## src/rtl/hazard_stall_ctrl.sv

```systemverilog
`default_nettype none
// ============================================================================
// Module   : hazard_stall_ctrl
// Brief    : Pipeline sequencer for the 5-stage RV32I core. Produces per-stage
//            enables and flushes from load-use hazards, taken branches resolved
//            in EX and multi-cycle APB accesses in MEM. Tracks APB wait time
//            with a timeout (bus error pulse) and keeps saturating stall/flush
//            performance counters.
// Revision : 1.0 - initial release
// ============================================================================
module hazard_stall_ctrl #(
    parameter int APB_TIMEOUT = 16,   // max cycles spent in APB wait (>= 2)
    parameter int CNT_W       = 32    // performance counter width
) (
    input  logic             i_clk,
    input  logic             i_reset,
    input  logic [4:0]       i_rs1_addr_id,
    input  logic [4:0]       i_rs2_addr_id,
    input  logic             i_rs1_used,
    input  logic             i_rs2_used,
    input  logic [4:0]       i_rd_addr_ex,
    input  logic             i_load_ex,
    input  logic             i_pc_sel_ex,
    input  logic             i_apb_req_mem,
    input  logic             i_apb_done,
    output logic             o_pc_en,
    output logic             o_ifid_en,
    output logic             o_ifid_flush,
    output logic             o_idex_en,
    output logic             o_idex_flush,
    output logic             o_exmem_en,
    output logic             o_bus_err,
    output logic [CNT_W-1:0] o_stall_cnt,
    output logic [CNT_W-1:0] o_flush_cnt
);

    localparam int                 c_TMO_W    = (APB_TIMEOUT > 2) ? $clog2(APB_TIMEOUT) : 1;
    localparam logic [c_TMO_W-1:0] c_TMO_LAST = c_TMO_W'(APB_TIMEOUT - 1);
    localparam logic [c_TMO_W-1:0] c_TMO_ONE  = c_TMO_W'(1);
    localparam logic [CNT_W-1:0]   c_CNT_ONE  = CNT_W'(1);

    localparam logic [0:0] c_ST_RUN      = 1'b0;
    localparam logic [0:0] c_ST_APB_WAIT = 1'b1;

    logic [0:0]         r_state;
    logic [c_TMO_W-1:0] r_tmo_cnt;
    logic [CNT_W-1:0]   r_stall_cnt;
    logic [CNT_W-1:0]   r_flush_cnt;

    logic w_in_run;
    logic w_in_wait;
    logic w_tmo_hit;
    logic w_apb_stall;
    logic w_load_use;
    logic w_rs1_hit;
    logic w_rs2_hit;
    logic w_branch;
    logic w_lu_stall;

    assign w_in_run  = (r_state == c_ST_RUN);
    assign w_in_wait = (r_state == c_ST_APB_WAIT);

    // Timeout fires on the last allowed wait cycle only if the slave is still silent;
    // a completion on that same cycle takes precedence and is not an error.
    assign w_tmo_hit   = w_in_wait & ~i_apb_done & (r_tmo_cnt == c_TMO_LAST);
    assign w_apb_stall = (w_in_run & i_apb_req_mem) | (w_in_wait & ~i_apb_done & ~w_tmo_hit);

    // x0 never carries a real dependency, so a load targeting it is ignored.
    assign w_rs1_hit  = i_rs1_used & (i_rs1_addr_id == i_rd_addr_ex);
    assign w_rs2_hit  = i_rs2_used & (i_rs2_addr_id == i_rd_addr_ex);
    assign w_load_use = i_load_ex & (i_rd_addr_ex != 5'd0) & (w_rs1_hit | w_rs2_hit);

    // Resolved priority cases: a freeze masks everything, a flush masks load-use.
    assign w_branch   = ~w_apb_stall & i_pc_sel_ex;
    assign w_lu_stall = ~w_apb_stall & ~i_pc_sel_ex & w_load_use;

    // APB wait sequencer and its timeout counter
    always_ff @(posedge i_clk) begin
        if (i_reset) begin
            r_state   <= c_ST_RUN;
            r_tmo_cnt <= '0;
        end else begin
            case (r_state)
                c_ST_RUN: begin
                    r_tmo_cnt <= '0;
                    if (i_apb_req_mem) begin
                        r_state <= c_ST_APB_WAIT;
                    end
                end
                c_ST_APB_WAIT: begin
                    if (i_apb_done || w_tmo_hit) begin
                        r_state   <= c_ST_RUN;
                        r_tmo_cnt <= '0;
                    end else begin
                        r_tmo_cnt <= r_tmo_cnt + c_TMO_ONE;
                    end
                end
                default: begin
                    r_state   <= c_ST_RUN;
                    r_tmo_cnt <= '0;
                end
            endcase
        end
    end

    // Same-cycle stage controls; reset forces both flushes so every stage clears
    always_comb begin
        o_pc_en      = 1'b1;
        o_ifid_en    = 1'b1;
        o_ifid_flush = 1'b0;
        o_idex_en    = 1'b1;
        o_idex_flush = 1'b0;
        o_exmem_en   = 1'b1;
        if (i_reset) begin
            o_ifid_flush = 1'b1;
            o_idex_flush = 1'b1;
        end else if (w_apb_stall) begin
            o_pc_en    = 1'b0;
            o_ifid_en  = 1'b0;
            o_idex_en  = 1'b0;
            o_exmem_en = 1'b0;
        end else if (w_branch) begin
            o_ifid_flush = 1'b1;
            o_idex_flush = 1'b1;
        end else if (w_lu_stall) begin
            o_pc_en      = 1'b0;
            o_ifid_en    = 1'b0;
            o_idex_flush = 1'b1;
        end
    end

    // A reset that lands on the timeout cycle abandons the access silently
    assign o_bus_err = w_tmo_hit & ~i_reset;

    // Saturating performance counters: stalls (APB freeze + load-use) and branch flushes
    always_ff @(posedge i_clk) begin
        if (i_reset) begin
            r_stall_cnt <= '0;
            r_flush_cnt <= '0;
        end else begin
            if ((w_apb_stall || w_lu_stall) && !(&r_stall_cnt)) begin
                r_stall_cnt <= r_stall_cnt + c_CNT_ONE;
            end
            if (w_branch && !(&r_flush_cnt)) begin
                r_flush_cnt <= r_flush_cnt + c_CNT_ONE;
            end
        end
    end

    assign o_stall_cnt = r_stall_cnt;
    assign o_flush_cnt = r_flush_cnt;

endmodule
`default_nettype wire

```

## config.mk

```make
export PLATFORM = sky130hd
export DESIGN_NAME = hazard_stall_ctrl
export DESIGN_NICKNAME = d
export VERILOG_FILES = /design/src/rtl/hazard_stall_ctrl.sv
export SDC_FILE = /design/constraint.sdc
export NUM_CORES = 1
export LEC_CHECK = 0
export CORE_ASPECT_RATIO = 2
export CORE_MARGIN = 3
export CORE_UTILIZATION = 59
export DETAILED_ROUTE_END_ITERATION = 16
export DONT_BUFFER_PORTS = 1
export GPL_TIMING_DRIVEN = 0
export PLACE_DENSITY = 0.79
export SLEW_MARGIN = 25
export SYNTH_ARGS = -nofsm -noshare
export SYNTH_HDL_FRONTEND = slang
export SYNTH_SLANG_ARGS = --single-unit
```

## constraint.sdc

```tcl
create_clock -name i_clk -period 3.19 [get_ports i_clk]
set_clock_uncertainty 0.1 [all_clocks]
set_input_delay 0.638 -clock i_clk [delete_from_list [all_inputs] [get_ports i_clk]]
set_output_delay 0.638 -clock i_clk [all_outputs]
set_load 0.05 [all_outputs]
```

==> impl_summary.log <==
[metrics] status: finished clean
[metrics] final hold viol count: 0
[metrics] global route total overflow: 0
[metrics] Post-Synthesis Cell Area: 0.00365 mm²
[metrics] router iterations before antenna repair: 4
[metrics] Data arrival, critical path: 2300 ps
[metrics] final clock period utilization by the worst path: 95.3%
[metrics] per-cell routed wire length: 19.2 µm
[metrics] number of antenna violations at the first check in global routing: 0
[metrics] total number of yosys warnings: 0
[metrics] dominant cell type by area after synthesis: sky130_fd_sc_hd__dfxtp_1
[metrics] list of most frequent post-synthesis cells: sky130_fd_sc_hd__dfxtp_1, sky130_fd_sc_hd__nor2_1, sky130_fd_sc_hd__a21oi_1
[metrics] dominant cell by count in the synthesized netlist: sky130_fd_sc_hd__dfxtp_1
[metrics] minimum clock period: 3040 ps
[metrics] GP Congestion: 0.883
[metrics] number of clock sinks seen by CTS: 69
[metrics] die height: 117 µm
[metrics] Area contributors post-synth: sky130_fd_sc_hd__dfxtp_1, sky130_fd_sc_hd__xnor2_1, sky130_fd_sc_hd__or4_1, sky130_fd_sc_hd__o31ai_1, sky130_fd_sc_hd__a21oi_1
[metrics] number of I/O port buffers: 0
[metrics] number of pins with negative max-slew slack in the final report: 0
[metrics] highest ir drop seen on vdd: 415 µV
[metrics] Pwr Density: 489 mW/mm²
[metrics] num rows: 39
[metrics] Sequential Area: 0.00138 mm²
[metrics] layout net count: 478
[metrics] slew of the pin with the lowest slew margin: 925 ps
[metrics] CTS Buf Count: 9
[metrics] M2 GR Usage: 51.6%
[metrics] launch point of the critical path: i_reset
[metrics] maximum fanout along the worst path: 10
[metrics] total routed wirelength: 9.95 mm
[metrics] Required @ worst endpoint: 2450 ps
[metrics] effective utilization at floorplan: 62.3%
[metrics] number of max-capacitance violations reported: 0
[metrics] type of the worst setup path: primary input to primary output
[metrics] global-route track usage on met3: 8.01%
[metrics] clock-pin slew reported for the worst setup and hold paths after clock tree synthesis: 50 ps
[metrics] Worst setup EP type: primary output
[metrics] clock latency at the later pin of the worst-skew pair: 340 ps
[metrics] total via count in the routed design: 3478
[metrics] Die Width: 61.6 µm
[metrics] post-route design area: 0.00406 mm²
[metrics] post-synthesis cell count: 441
[metrics] Max-slew headroom: 38.1%
[metrics] clock tree from TritonCTS: done
[metrics] final setup violating endpoints: 0
[metrics] number of nets produced by synthesis: 467
[metrics] residual antenna-violating net count after detailed routing: 0
[metrics] synth unique cells: 45
[metrics] Lkg Pwr: 1.25 nW
[metrics] gr usage total: 28.6%
[metrics] unrepaired setup endpoints after global routing: no
[metrics] global-route layer with the greatest usage: met2
[metrics] launch point of the worst reg-to-reg path: o_stall_cnt[0]
[metrics] Total Power: 1.98 mW
[metrics] share of cells above drive strength 1: 8.97%
[metrics] Fill cells: 487
[metrics] cell at the root of the clock tree: sky130_fd_sc_hd__clkbuf_16
[metrics] flip-flop cell with the highest count after synthesis: sky130_fd_sc_hd__dfxtp_1
[metrics] DPL Wire Length: 7.33 mm
[metrics] H-tree depth reported by CTS: 3
[metrics] antenna cells: 0
[metrics] part of the Yosys area used for sequential elements: 37.9%
[metrics] kind of launch point of the worst setup path: primary input
[metrics] IO Pins: 94
[metrics] starting DRC count in detailed routing: 209
[metrics] area taken by multi-input logic gates: 0.00209 mm²
[metrics] number of buffers between clock root and the deepest sink: 2
[metrics] area of the core: 0.00586 mm²
[metrics] overall die area: 0.00722 mm²
[metrics] per-cell via count in the routed design: 6.71
[metrics] met1 track demand over resource: 25.5%
[metrics] worst min-delay path class: register to register
[metrics] pin count of the biggest net entering global routing: 11
[metrics] asr flop ratio synth: 0%
[metrics] maximum clock rate: 0.329 GHz
[metrics] Post-synth EDFFs: 0
[metrics] post-synthesis register bit count: 69
[metrics] Post-CTS Hold Buffers: 0
[metrics] mean instance size in the synthesized netlist: 8.27 µm²
[metrics] Min-Delay Startpoint: r_tmo_cnt[0]
[metrics] number of DRC violations after detailed routing: 0
[metrics] portion of synthesized cell area occupied by the leading cell type: 37.9%
[metrics] area grow syn2layout: 11.1%
[metrics] vias in the first global route: 3488
[metrics] first-pass GRT wire length: 15.5 mm
[metrics] total cell area at the placement stage: 0.00372 mm²
[registers in the layout, indices dropped and copies added, names as in the netlist]
name         flops
r_state          1
r_tmo_cnt        4
o_flush_cnt     32
o_stall_cnt     32
[repair_timing]
item,4_1_cts,5_1_grt
gates resized for setup,4,6
buffers inserted,0,0
endpoints found under the setup margin,3,7
[cells by family (layout without fill, tap and decap cells)]
group | after synthesis | count (layout) | share of synthesized area (%)
xor gates and xnor gates | 36 | 36 | 8.64
muxes | 5 | 5 | 1.47
AOI/OAI and AO/OA | 75 | 75 | 12.8
and+or+nand+nor | 212 | 212 | 32.4
DFF | 69 | 69 | 37.9
adders and majority gates | 3 | 3 | 1.03
buffers and inverters | 41 | 57 | 5.73
[routing by layer]
layer / up-vias / wire [µm]
met5: - / 0
met4: 0 / 423
met3: 33 / 652
met2: 153 / 5640
met1: 1647 / 3230
li1: 1645 / -
[placed cells by master, fill, tap and decap left out, drive strengths merged, types with 10 or more instances in the layout]
cell and instances:
o21ai 10, or4 25, xor2 11, dfxtp 69, or3 11, inv 10
nand2 25, nand3 24, o31ai 23, nor2 44, and4 11, xnor2 25
buf 15, clkbuf 32, a21oi 33, nor3 15, nand4 26
[worst paths after layout]
kind                      to  slack (ps)  depth (start not counted)
min             r_tmo_cnt[0]         340                          1
min reg2reg     r_tmo_cnt[0]         340                          1
max                o_idex_en         150                          5
max reg2reg  o_stall_cnt[18]         260                          7
[metrics by stage]
stage               std cells  setup slack (ps)  util (%)  hold slack, ps  TNS (ps)
finish                    518               149      69.3             344         0
global route              518              42.7      69.3             379         0
CTS                       518              31.2      68.8             350         0
detailed placement        502              -293      63.6             338      -326
global placement          502              -292      63.6             329      -322
floorplan                 441              96.3         -             318         0
[power by group]
part	switching, mW	total (mW)	internal, mW	leakage, nW
Clock	0.352	0.964	0.612	0.143
Combinational	0.0867	0.124	0.0368	0.554
Sequential	0.0254	0.894	0.869	0.556
Total	0.464	1.98	1.52	1.25
[critical path, cell delays in order]
cell	delay, ps
sky130_fd_sc_hd__clkbuf_1	310
sky130_fd_sc_hd__clkbuf_1	530
sky130_fd_sc_hd__nor2_1	140
sky130_fd_sc_hd__inv_1	390
sky130_fd_sc_hd__buf_4	290
[final cells by class]
cell class	instances	area share [%]
multi-input combinational	331	51.5
sequential	69	34.1
clock buffer	16	7.19
buffer	31	4.41
tap	61	1.88
inverter	10	0.926
Note: power is estimated with default switching activity, not from simulation.
